$ cat src/rtl/kb_pkg.sv
// kb_pkg: shared constants and helpers for the keyboard/UART character path
//   ASCII_W       default entry width (7-bit ASCII)
//   DEFAULT_DEPTH default FIFO depth
//   clog2()       ceiling log2, usable in constant expressions
package kb_pkg;
  localparam int ASCII_W = 7;
  localparam int DEFAULT_DEPTH = 32;
  function automatic int clog2(input int n);
    int r;
    r = 0;
    while ((1 << r) < n) r++;
    return r;
  endfunction
endpackage

$ cat src/rtl/char_fifo_if.sv
// char_fifo_if: bus between a FIFO user (master) and char_fifo (slave)
//   master drives wr_en/wr_data/rd_en/err_clear
//   slave drives rd_data, not_empty, full, almost_full, count, overflow, underflow
interface char_fifo_if
  import kb_pkg::*;
#(
  parameter int DATA_W = ASCII_W,
  parameter int DEPTH = DEFAULT_DEPTH
);
  localparam int ADDR_W = clog2(DEPTH);
  logic              wr_en;
  logic [DATA_W-1:0] wr_data;
  logic              rd_en;
  logic              err_clear;
  logic [DATA_W-1:0] rd_data;
  logic              not_empty;
  logic              full;
  logic              almost_full;
  logic [ADDR_W:0]   count;
  logic              overflow;
  logic              underflow;
  modport master (
    output wr_en, wr_data, rd_en, err_clear,
    input  rd_data, not_empty, full, almost_full, count, overflow, underflow
  );
  modport slave (
    input  wr_en, wr_data, rd_en, err_clear,
    output rd_data, not_empty, full, almost_full, count, overflow, underflow
  );
endinterface

$ cat src/rtl/char_fifo_mem.sv
// char_fifo_mem: DEPTH x DATA_W storage, synchronous write, asynchronous read
//   clk        write clock
//   i_wr_en    write strobe
//   i_wr_addr  write index
//   i_wr_data  write data
//   i_rd_addr  read index
//   o_rd_data  combinational read data
module char_fifo_mem #(
  parameter int DATA_W = 7,
  parameter int DEPTH = 32,
  parameter int ADDR_W = 5
) (
  input  logic              clk,
  input  logic              i_wr_en,
  input  logic [ADDR_W-1:0] i_wr_addr,
  input  logic [DATA_W-1:0] i_wr_data,
  input  logic [ADDR_W-1:0] i_rd_addr,
  output logic [DATA_W-1:0] o_rd_data
);
  logic [DATA_W-1:0] r_mem [DEPTH];
  always_ff @(posedge clk)
    if (i_wr_en) r_mem[i_wr_addr] <= i_wr_data;
  assign o_rd_data = r_mem[i_rd_addr];
endmodule

$ cat src/rtl/char_fifo.sv
// char_fifo: parametrised first-word-fall-through character FIFO
//   clk    system clock
//   reset  synchronous active-high reset
//   bus    char_fifo_if slave: write/read requests in; data, occupancy and
//          status (not_empty, full, almost_full, sticky overflow/underflow) out
module char_fifo
  import kb_pkg::*;
#(
  parameter int DATA_W = ASCII_W,
  parameter int DEPTH = DEFAULT_DEPTH,
  parameter int AF_LEVEL = DEPTH - 4
) (
  input logic       clk,
  input logic       reset,
  char_fifo_if.slave bus
);
  localparam int ADDR_W = clog2(DEPTH);
  localparam logic [ADDR_W:0] FULL_CNT = (ADDR_W + 1)'(DEPTH);
  localparam logic [ADDR_W:0] AF_CNT = (ADDR_W + 1)'(AF_LEVEL);
  localparam logic [ADDR_W:0] ONE = (ADDR_W + 1)'(1);
  logic [ADDR_W:0] r_wr_ptr;
  logic [ADDR_W:0] r_rd_ptr;
  logic [ADDR_W:0] r_count;
  logic            r_overflow;
  logic            r_underflow;
  logic            w_rd_acc;
  logic            w_wr_acc;
  logic            w_ovf_set;
  logic            w_udf_set;
  assign bus.not_empty   = r_count != '0;
  assign bus.full        = r_count == FULL_CNT;
  assign bus.almost_full = r_count >= AF_CNT;
  assign bus.count       = r_count;
  assign bus.overflow    = r_overflow;
  assign bus.underflow   = r_underflow;
  assign w_rd_acc  = bus.rd_en & bus.not_empty;
  // a full FIFO still takes a write when a pop frees the slot in the same cycle
  assign w_wr_acc  = bus.wr_en & (~bus.full | w_rd_acc);
  assign w_ovf_set = bus.wr_en & ~w_wr_acc;
  assign w_udf_set = bus.rd_en & ~bus.not_empty;
  always_ff @(posedge clk)
    if (reset) begin
      r_wr_ptr    <= '0;
      r_rd_ptr    <= '0;
      r_count     <= '0;
      r_overflow  <= 1'b0;
      r_underflow <= 1'b0;
    end else begin
      if (w_wr_acc) r_wr_ptr <= r_wr_ptr + ONE;
      if (w_rd_acc) r_rd_ptr <= r_rd_ptr + ONE;
      r_count     <= r_count + (ADDR_W + 1)'(w_wr_acc) - (ADDR_W + 1)'(w_rd_acc);
      // set wins over a same-cycle clear
      r_overflow  <= w_ovf_set | (r_overflow & ~bus.err_clear);
      r_underflow <= w_udf_set | (r_underflow & ~bus.err_clear);
    end
  char_fifo_mem #(
    .DATA_W (DATA_W),
    .DEPTH  (DEPTH),
    .ADDR_W (ADDR_W)
  ) u_mem (
    .clk       (clk),
    .i_wr_en   (w_wr_acc),
    .i_wr_addr (r_wr_ptr[ADDR_W-1:0]),
    .i_wr_data (bus.wr_data),
    .i_rd_addr (r_rd_ptr[ADDR_W-1:0]),
    .o_rd_data (bus.rd_data)
  );
endmodule

$ cat src/flat_wrapper.sv
// flat-port wrapper written by rule: the top's interface ports become plain ports
module char_fifo_flat import kb_pkg::*;
#(
  parameter int DATA_W = ASCII_W,
  parameter int DEPTH = DEFAULT_DEPTH,
  parameter int AF_LEVEL = DEPTH - 4
)
  (clk, reset, bus_wr_en, bus_wr_data, bus_rd_en, bus_err_clear, bus_rd_data, bus_not_empty, bus_full, bus_almost_full, bus_count, bus_overflow, bus_underflow);
  char_fifo_if #(.DATA_W(DATA_W), .DEPTH(DEPTH)) bus_i ();
  input logic clk;
  input logic reset;
  input wire logic [$bits(bus_i.wr_en)-1:0] bus_wr_en;
  input wire logic [$bits(bus_i.wr_data)-1:0] bus_wr_data;
  input wire logic [$bits(bus_i.rd_en)-1:0] bus_rd_en;
  input wire logic [$bits(bus_i.err_clear)-1:0] bus_err_clear;
  output wire logic [$bits(bus_i.rd_data)-1:0] bus_rd_data;
  output wire logic [$bits(bus_i.not_empty)-1:0] bus_not_empty;
  output wire logic [$bits(bus_i.full)-1:0] bus_full;
  output wire logic [$bits(bus_i.almost_full)-1:0] bus_almost_full;
  output wire logic [$bits(bus_i.count)-1:0] bus_count;
  output wire logic [$bits(bus_i.overflow)-1:0] bus_overflow;
  output wire logic [$bits(bus_i.underflow)-1:0] bus_underflow;
  assign bus_i.wr_en = bus_wr_en;
  assign bus_i.wr_data = bus_wr_data;
  assign bus_i.rd_en = bus_rd_en;
  assign bus_i.err_clear = bus_err_clear;
  assign bus_rd_data = bus_i.rd_data;
  assign bus_not_empty = bus_i.not_empty;
  assign bus_full = bus_i.full;
  assign bus_almost_full = bus_i.almost_full;
  assign bus_count = bus_i.count;
  assign bus_overflow = bus_i.overflow;
  assign bus_underflow = bus_i.underflow;
  char_fifo #(.DATA_W(DATA_W), .DEPTH(DEPTH), .AF_LEVEL(AF_LEVEL)) u_core (.clk(clk), .reset(reset), .bus(bus_i));
endmodule
$ cat config.mk
export PLATFORM = sky130hd
export DESIGN_NAME = char_fifo_flat
export DESIGN_NICKNAME = d
export VERILOG_FILES = /design/src/rtl/kb_pkg.sv /design/src/rtl/char_fifo_if.sv /design/src/rtl/char_fifo_mem.sv /design/src/rtl/char_fifo.sv /design/src/flat_wrapper.sv
export SDC_FILE = /design/constraint.sdc
export NUM_CORES = 1
export LEC_CHECK = 0
export CAP_MARGIN = 0
export CORE_MARGIN = 2
export CORE_UTILIZATION = 45
export CTS_BUF_LIST = sky130_fd_sc_hd__clkbuf_8
export CTS_CLUSTER_SIZE = 8
export DETAILED_ROUTE_END_ITERATION = 12
export GPL_TIMING_DRIVEN = 0
export HOLD_SLACK_MARGIN = 0.1
export SLEW_MARGIN = 20
export SYNTH_ARGS = -nofsm -noshare
export SYNTH_HDL_FRONTEND = slang
export SYNTH_SLANG_ARGS = --single-unit
$ cat constraint.sdc
create_clock -name clk -period 2.48 [get_ports clk]
set_input_delay 0.496 -clock clk [delete_from_list [all_inputs] [get_ports clk]]
set_output_delay 0.496 -clock clk [all_outputs]
set_load 0.05 [all_outputs]
==> run_results.csv, run 1 <==
group,metric,value,unit
detailed_routing,wl,22000,microns
power,switching_power,3.08,mW
status,status,"finished with violations",
sta,finClkSkew,0.0156,ns
global_route,grt_use_met1,0.259,
global_route,grt_first_pass_wirelength,33000,microns
placed_design,gp_congestion,0.784,
floorplanning,die_w,152,microns
power,ir_drop,0.682,mV
yosys,ys_warn_count,0,
detailed_routing,vias,5260,
power,power_frac_comb,0.248,
yosys,ys_ff_latch,247,
global_route,grt_max_degree,33,
critical_path,rrSetupSlack,0.08,ns
clock_network,cts_tree,"yes",
floorplanning,dieArea,23200,sq um
worst_hold_path,hold_end,"u_core.bus.count[0]",
sta,setup_viol,7,
power,p_int,7.29,mW
sta,max_freq,348,MHz
placed_design,numPortBuffers,28,
yosys,avgSynthCellArea,17.8,sq um
layout,drive_gt1_frac,0.300,
sta,finalWorstSetupSlack,-0.396,ns
global_route,grt_pass1_vias,5510,
power,pwr-share-seq,0.462,
layout,instances_no_fill,942,
detailed_routing,drtIter0Drc,435,
worst_hold_path,whs_path_depth,2,
floorplanning,ios,30,
job,max_cap_viol_count,0,
layout,fillers,1775,
critical_path,cp_slowest_stage_delay,0.54,ns
detailed_routing,dr.pass1.iters,5,
critical_path,endpoint_kind,"output pin",
yosys,ys_seq_area_frac,0.725,
clock_network,htree_num_levels,2,
clock_network,numCtsBuffers,41,
power,clockPowerShare,0.290,
critical_path,critPathKind,"flop to output pin",
critical_path,r2r_end,"u_core.bus.count[4]",
yosys,ys_types,42,
status,violations,"setup timing",
sta,report.final.slew_viol_count,0,
global_route,grt-busiest-layer,"met2",
global_route,overflow,0,
critical_path,crit_slowest_cell,"mux4_2",
clock_network,worstSkewPairLatency,0.53,ns
layout,syn2layout_area_growth,18.4,%
global_route,grtUsageMet2,0.313,
critical_path,reg2reg_depth,14,
yosys,synth_edf_count,224,
sta,max_slew_margin,0.457,
layout,final_nets,668,
critical_path,path_cells,"buf_12, buf_12, mux4_2, a22oi_2, nand4_1, buf_6",
power,p_leak,3.75,nW
clock_network,clk_path_buf_depth,3,
clock_network,path_clk_slew,0.06,ns
floorplanning,initial_core_util,0.456,
floorplanning,die_h,152,microns
yosys,async_flop_share,0,
detailed_routing,final_antenna_net_count,0,
layout,multi_input_area,2770,sq um
yosys,syn_inst,557,
global_route,antenna_found_initial,0,
floorplanning,rows,54,
yosys,postSynthNetCount,586,
global_route,track_usage,0.190,
critical_path,critical_path_arrival,2.38,ns
placed_design,post-place-ws,-0.743,ns
placed_design,dp_hpwl,13600,microns
placed_design,dp_cells,865,
clock_network,root_buffer,"clkbuf_8",
detailed_routing,route.detailed.drc,0,
sta,finalHoldViolations,0,
clock_network,cts.hold.buffers_added,0,
yosys,synth_ff_type,"edfxtp_1",
critical_path,worstPathMaxFanout,7,
critical_path,r2r_start,"u_core.bus.count[3]",
floorplanning,core_area,21800,sq um
sta,fin_crit_sh,1.16,
clock_network,clock_sinks,247,
global_route,grt_use_met3,0.0461,
detailed_routing,avgViaCountPerCell,5.58,
power,power_density,884,nW/um^2
worst_hold_path,hp-class,"input pin to flop",
power,p_sw_frac,0.297,
worst_hold_path,min_from,"reset",
critical_path,crit_path_frequent_cell,"buf_12",
critical_path,worstSetupStartpointType,"flop",
sta,rsz0062_at_grt,"yes",
sta,period_needed,2.88,ns
detailed_routing,wl_per_cell,23.4,microns
critical_path,worst_ep_required_time,1.98,ns
layout,seq_area,7200,sq um
sta,worst_slew_pin_slew,0.812,ns
yosys,syn_area,9910,sq um
## power by group through the flow
stage                     Clock [mW]  Sequential (mW)  Combinational, mW
after floorplan                    0             4.99               1.32
after global placement             0             4.86               2.10
after detailed placement           0             4.86               2.13
after CTS                       3.09             4.78               2.33
after global routing            3.27             4.80               2.73
final                           3.01             4.79               2.58
## how the worst max path moves through the flow
stage                        start             endpoint  slack, ns  cells after the start
4_1_cts                       flop       bus_rd_data[5]      -0.42                      6
3_3_place_gp                  flop       bus_rd_data[1]      -0.73                      5
2_1_floorplan  u_core.bus.count[5]  u_core.bus.count[4]       0.03                     14
3_5_place_dp                  flop       bus_rd_data[1]      -0.74                      5
6_report                      flop       bus_rd_data[0]      -0.40                      6
5_1_grt                       flop       bus_rd_data[6]      -0.43                      6
## placed cells by master, fill, tap and decap left out, types with 5 or more instances in the layout
master,count
a21oi_1,12
a22oi_1,11
a22oi_2,17
buf_12,8
buf_2,8
buf_4,10
buf_6,9
clkbuf_1,8
clkbuf_8,42
clkdlybuf4s50_1,11
clkinv_1,5
dfxtp_1,17
edfxtp_1,224
ha_1,13
inv_1,25
mux2i_1,29
mux4_2,38
nand2_1,15
nand3_1,12
nand4_1,9
nor2_1,28
nor2_2,16
nor2_4,10
xor2_1,6
## cells in the mapped netlist (12+ instances only)
cell type / n / area share
a21oi_1: 13 / 0.0066
dfxtp_1: 23 / 0.046
edfxtp_1: 224 / 0.68
clkbuf_1: 13 / 0.0049
nand2_1: 18 / 0.0068
ha_1: 16 / 0.020
a22oi_1: 28 / 0.021
mux2i_1: 29 / 0.029
inv_1: 16 / 0.0061
nor2_1: 54 / 0.020
nand3_1: 12 / 0.0061
mux4_2: 36 / 0.082
## area by class of cell
class,count,area share
clock inverters,24,0.00842
clock buffers,41,0.0481
flip-flops and latches,247,0.614
multi-input cells,267,0.236
inverters,16,0.00597
well taps,280,0.0298
diodes,1,0.000213
repair buffers,41,0.0351
plain buffers,25,0.0223
## flip-flops by register name (all words and copies together) (netlist names), named ones only
| register | flops |
|---|---|
| u_core.bus.count | 6 |
| u_core.bus.overflow | 1 |
| u_core.bus.underflow | 1 |
| u_core.r_rd_ptr | 5 |
| u_core.r_wr_ptr | 5 |
| u_core.u_mem.r_mem | 224 |
## repair_timing
item | CTS | global route
setup endpoints to repair | 69 | 148
pin swaps | 17 | 13
gates resized for setup | 115 | 48
gates cloned | 2 | 0
setup buffers | 3 | 8
## critical path, delay by kind of cell, from the launching register on
kind            cells  cell delay [ns]
simple gates        1             0.23
buf+inv             3             0.52
flops               1             0.34
compound gates      1             0.22
mux                 1             0.54
## logic make-up (layout without fill, tap and decap cells)
group	count (synthesis)	after routing	synth area share
compound gates	51	51	0.0358
xor+xnor	10	10	0.00883
fa+ha+maj	17	17	0.0222
buf+inv	43	147	0.0234
flops	247	247	0.725
mux	71	71	0.127
other cells	0	1	0
simple gates	118	118	0.0578
## routing by layer
layer,wire length [microns],up-vias
met2,10800,164
met1,9460,2700
met3,1390,31
li1,-,2365
met5,0,-
met4,384,0
## metrics by stage
stage	setup TNS [ns]	util	instance area (sq um)	hold WS (ns)	total power, mW
floorplan	0	-	9940	0.470	6.32
global placement	-80.87	0.486	10600	0.489	6.96
detailed placement	-85.67	0.485	10600	0.484	6.99
CTS	-3.28	0.529	11500	0.260	10.2
global route	-3.53	0.539	11700	0.306	10.8
finish	-2.64	0.540	11700	0.305	10.4
(Power assumes the default switching activity.)
==> run 2, diff against run 1 <==
Settings changed: CORE_UTILIZATION 45 to 48, CTS_BUF_LIST sky130_fd_sc_hd__clkbuf_8 to sky130_fd_sc_hd__clkbuf_16, PLACE_DENSITY set to 0.67.
==> run_results.csv, run 2 (synthesis results as in run 1) <==
group,metric,value,unit
status,status,"finished with violations",
status,violations,"setup timing",
clock_network,htree_num_levels,2,
placed_design,numPortBuffers,28,
worst_hold_path,hp-class,"input pin to flop",
clock_network,cts_tree,"yes",
detailed_routing,wl_per_cell,23.4,microns
detailed_routing,route.detailed.drc,0,
clock_network,root_buffer,"clkbuf_16",
global_route,grt_first_pass_wirelength,31400,microns
detailed_routing,dr.pass1.iters,5,
layout,drive_gt1_frac,0.297,
power,p_total,11.5,mW
detailed_routing,wl,21300,microns
critical_path,path_cells,"buf_12, clkbuf_16, mux4_2, a22oi_2, nand4_1, buf_6",
global_route,overflow,0,
critical_path,worst_ep_required_time,1.98,ns
critical_path,endpoint_kind,"output pin",
sta,max_freq,354,MHz
critical_path,reg2reg_depth,15,
floorplanning,core_area,20200,sq um
worst_hold_path,hold_end,"u_core.bus.count[0]",
placed_design,gp_congestion,0.871,
job,max_cap_viol_count,0,
global_route,grt_max_degree,33,
layout,final_nets,664,
sta,finalWorstSetupSlack,-0.344,ns
power,p_leak,3.86,nW
sta,fin_crit_sh,1.14,
floorplanning,rows,52,
critical_path,crit_slowest_cell,"mux4_2",
clock_network,worstSkewPairLatency,0.49,ns
floorplanning,ios,30,
floorplanning,initial_core_util,0.490,
critical_path,rrSetupSlack,0.08,ns
floorplanning,dieArea,21800,sq um
global_route,antenna_found_initial,0,
critical_path,worstPathMaxFanout,9,
critical_path,r2r_end,"u_core.bus.count[4]",
power,ir_drop,0.769,mV
sta,period_needed,2.82,ns
global_route,grt_pass1_vias,5395,
critical_path,critPathKind,"flop to output pin",
detailed_routing,avgViaCountPerCell,5.81,
detailed_routing,vias,5286,
clock_network,clk_path_buf_depth,3,
layout,instances_no_fill,910,
layout,syn2layout_area_growth,21.3,%
critical_path,critical_path_arrival,2.33,ns
placed_design,dp_cells,855,
sta,rsz0062_at_grt,"yes",
sta,report.final.slew_viol_count,0,
sta,finClkSkew,0.0109,ns
detailed_routing,final_antenna_net_count,0,
layout,layout_commonest_cell,"edfxtp_1",
critical_path,worstSetupStartpointType,"flop",
clock_network,cts.hold.buffers_added,0,
sta,setup_viol,7,
power,power_density,955,nW/um^2
worst_hold_path,min_from,"reset",
clock_network,clock_sinks,247,
detailed_routing,drtIter0Drc,423,
floorplanning,die_h,148,microns
sta,max_slew_margin,0.483,
worst_hold_path,whs_path_depth,2,
layout,regMostFlops,"u_core.u_mem.r_mem",
layout,layout_common_cells,"edfxtp_1, clkbuf_16, mux4_2",
floorplanning,die_w,148,microns
layout,largest_register_ff_count,224,
layout,antennaDiodeCount,0,
placed_design,dp_hpwl,13300,microns
sta,finalHoldViolations,0,
clock_network,path_clk_slew,0.05,ns
clock_network,numCtsBuffers,36,
layout,fin_util,0.594,
global_route,track_usage,0.197,
sta,worst_slew_pin_slew,0.773,ns
critical_path,cp_slowest_stage_delay,0.54,ns
critical_path,r2r_start,"u_core.bus.count[3]",
## run 2: changes by cell type in the layout (fill, tap and decap cells not counted), moves of 3 or more
cell | previous run | this run
nor2_2 | 16 | 9
clkinv_2 | 4 | 0
clkbuf_16 | 0 | 40
a22oi_2 | 17 | 14
nor2_4 | 10 | 16
a22oi_1 | 11 | 14
buf_4 | 10 | 15
inv_1 | 25 | 16
clkbuf_8 | 42 | 1
clkinv_1 | 5 | 0
## run 2: power breakdown
group / leakage [nW] / switching [mW] / internal [mW]
logic: 1.17 / 1.45 / 1.04
clock network: 0.488 / 1.59 / 2.61
registers: 2.21 / 0.104 / 4.70
## run 2: layout make-up
class,instances,area [sq um]
multi-input combinational,267,2800
clock buffer,37,926
sequential,247,7200
buffer,25,260
fill,1476,8210
inverter,16,67.6
clock inverter,6,22.5
timing repair buffer,42,404
tap,270,338
## run 2: critical path, delay by kind of cell, from the launching register on
kind,cells,cell delay (ns)
and+or+nand+nor,1,0.21
buffers and inverters,3,0.52
DFF,1,0.34
muxes,1,0.54
AOI/OAI and AO/OA,1,0.22
## run 2: timing repair
item                       CTS  global route
setup endpoints to repair   88           154
hold endpoints to repair     0             0
gates cloned                 0             3
gates resized for setup    101            69
buffers inserted             2             9
pin swaps                   11            13
## run 2: how the worst max path moves through the flow
stage | startpoint | to | slack, ns | cells past startpoint
2_1_floorplan | u_core.bus.count[5] | u_core.bus.count[4] | 0.03 | 14
3_3_place_gp | flop | bus_rd_data[1] | -0.72 | 5
3_5_place_dp | flop | bus_rd_data[1] | -0.69 | 5
4_1_cts | flop | bus_rd_data[6] | -0.37 | 6
5_1_grt | flop | bus_rd_data[4] | -0.39 | 6
6_report | flop | bus_rd_data[1] | -0.34 | 6
## run 2: per-layer routing
| layer | global-route usage | wire [microns] | vias up |
|---|---|---|---|
| met5 | 0 | 0 | - |
| met4 | 0.0798 | 524 | 0 |
| met3 | 0.0404 | 1210 | 34 |
| met2 | 0.304 | 10300 | 182 |
| met1 | 0.278 | 9230 | 2725 |
| li1 | - | - | 2345 |
## run 2: stage by stage
stage          area (sq um)  hold WS (ns)  setup WS, ns  TNS (ns)
2_1_floorplan          9940         0.470        0.0292         0
3_3_place_gp          10600         0.484        -0.722    -79.48
3_5_place_dp          10500         0.493        -0.689    -87.08
4_1_cts               11700         0.323        -0.369     -2.84
5_1_grt               12000         0.372        -0.386     -2.63
6_report              12000         0.332        -0.344     -2.19
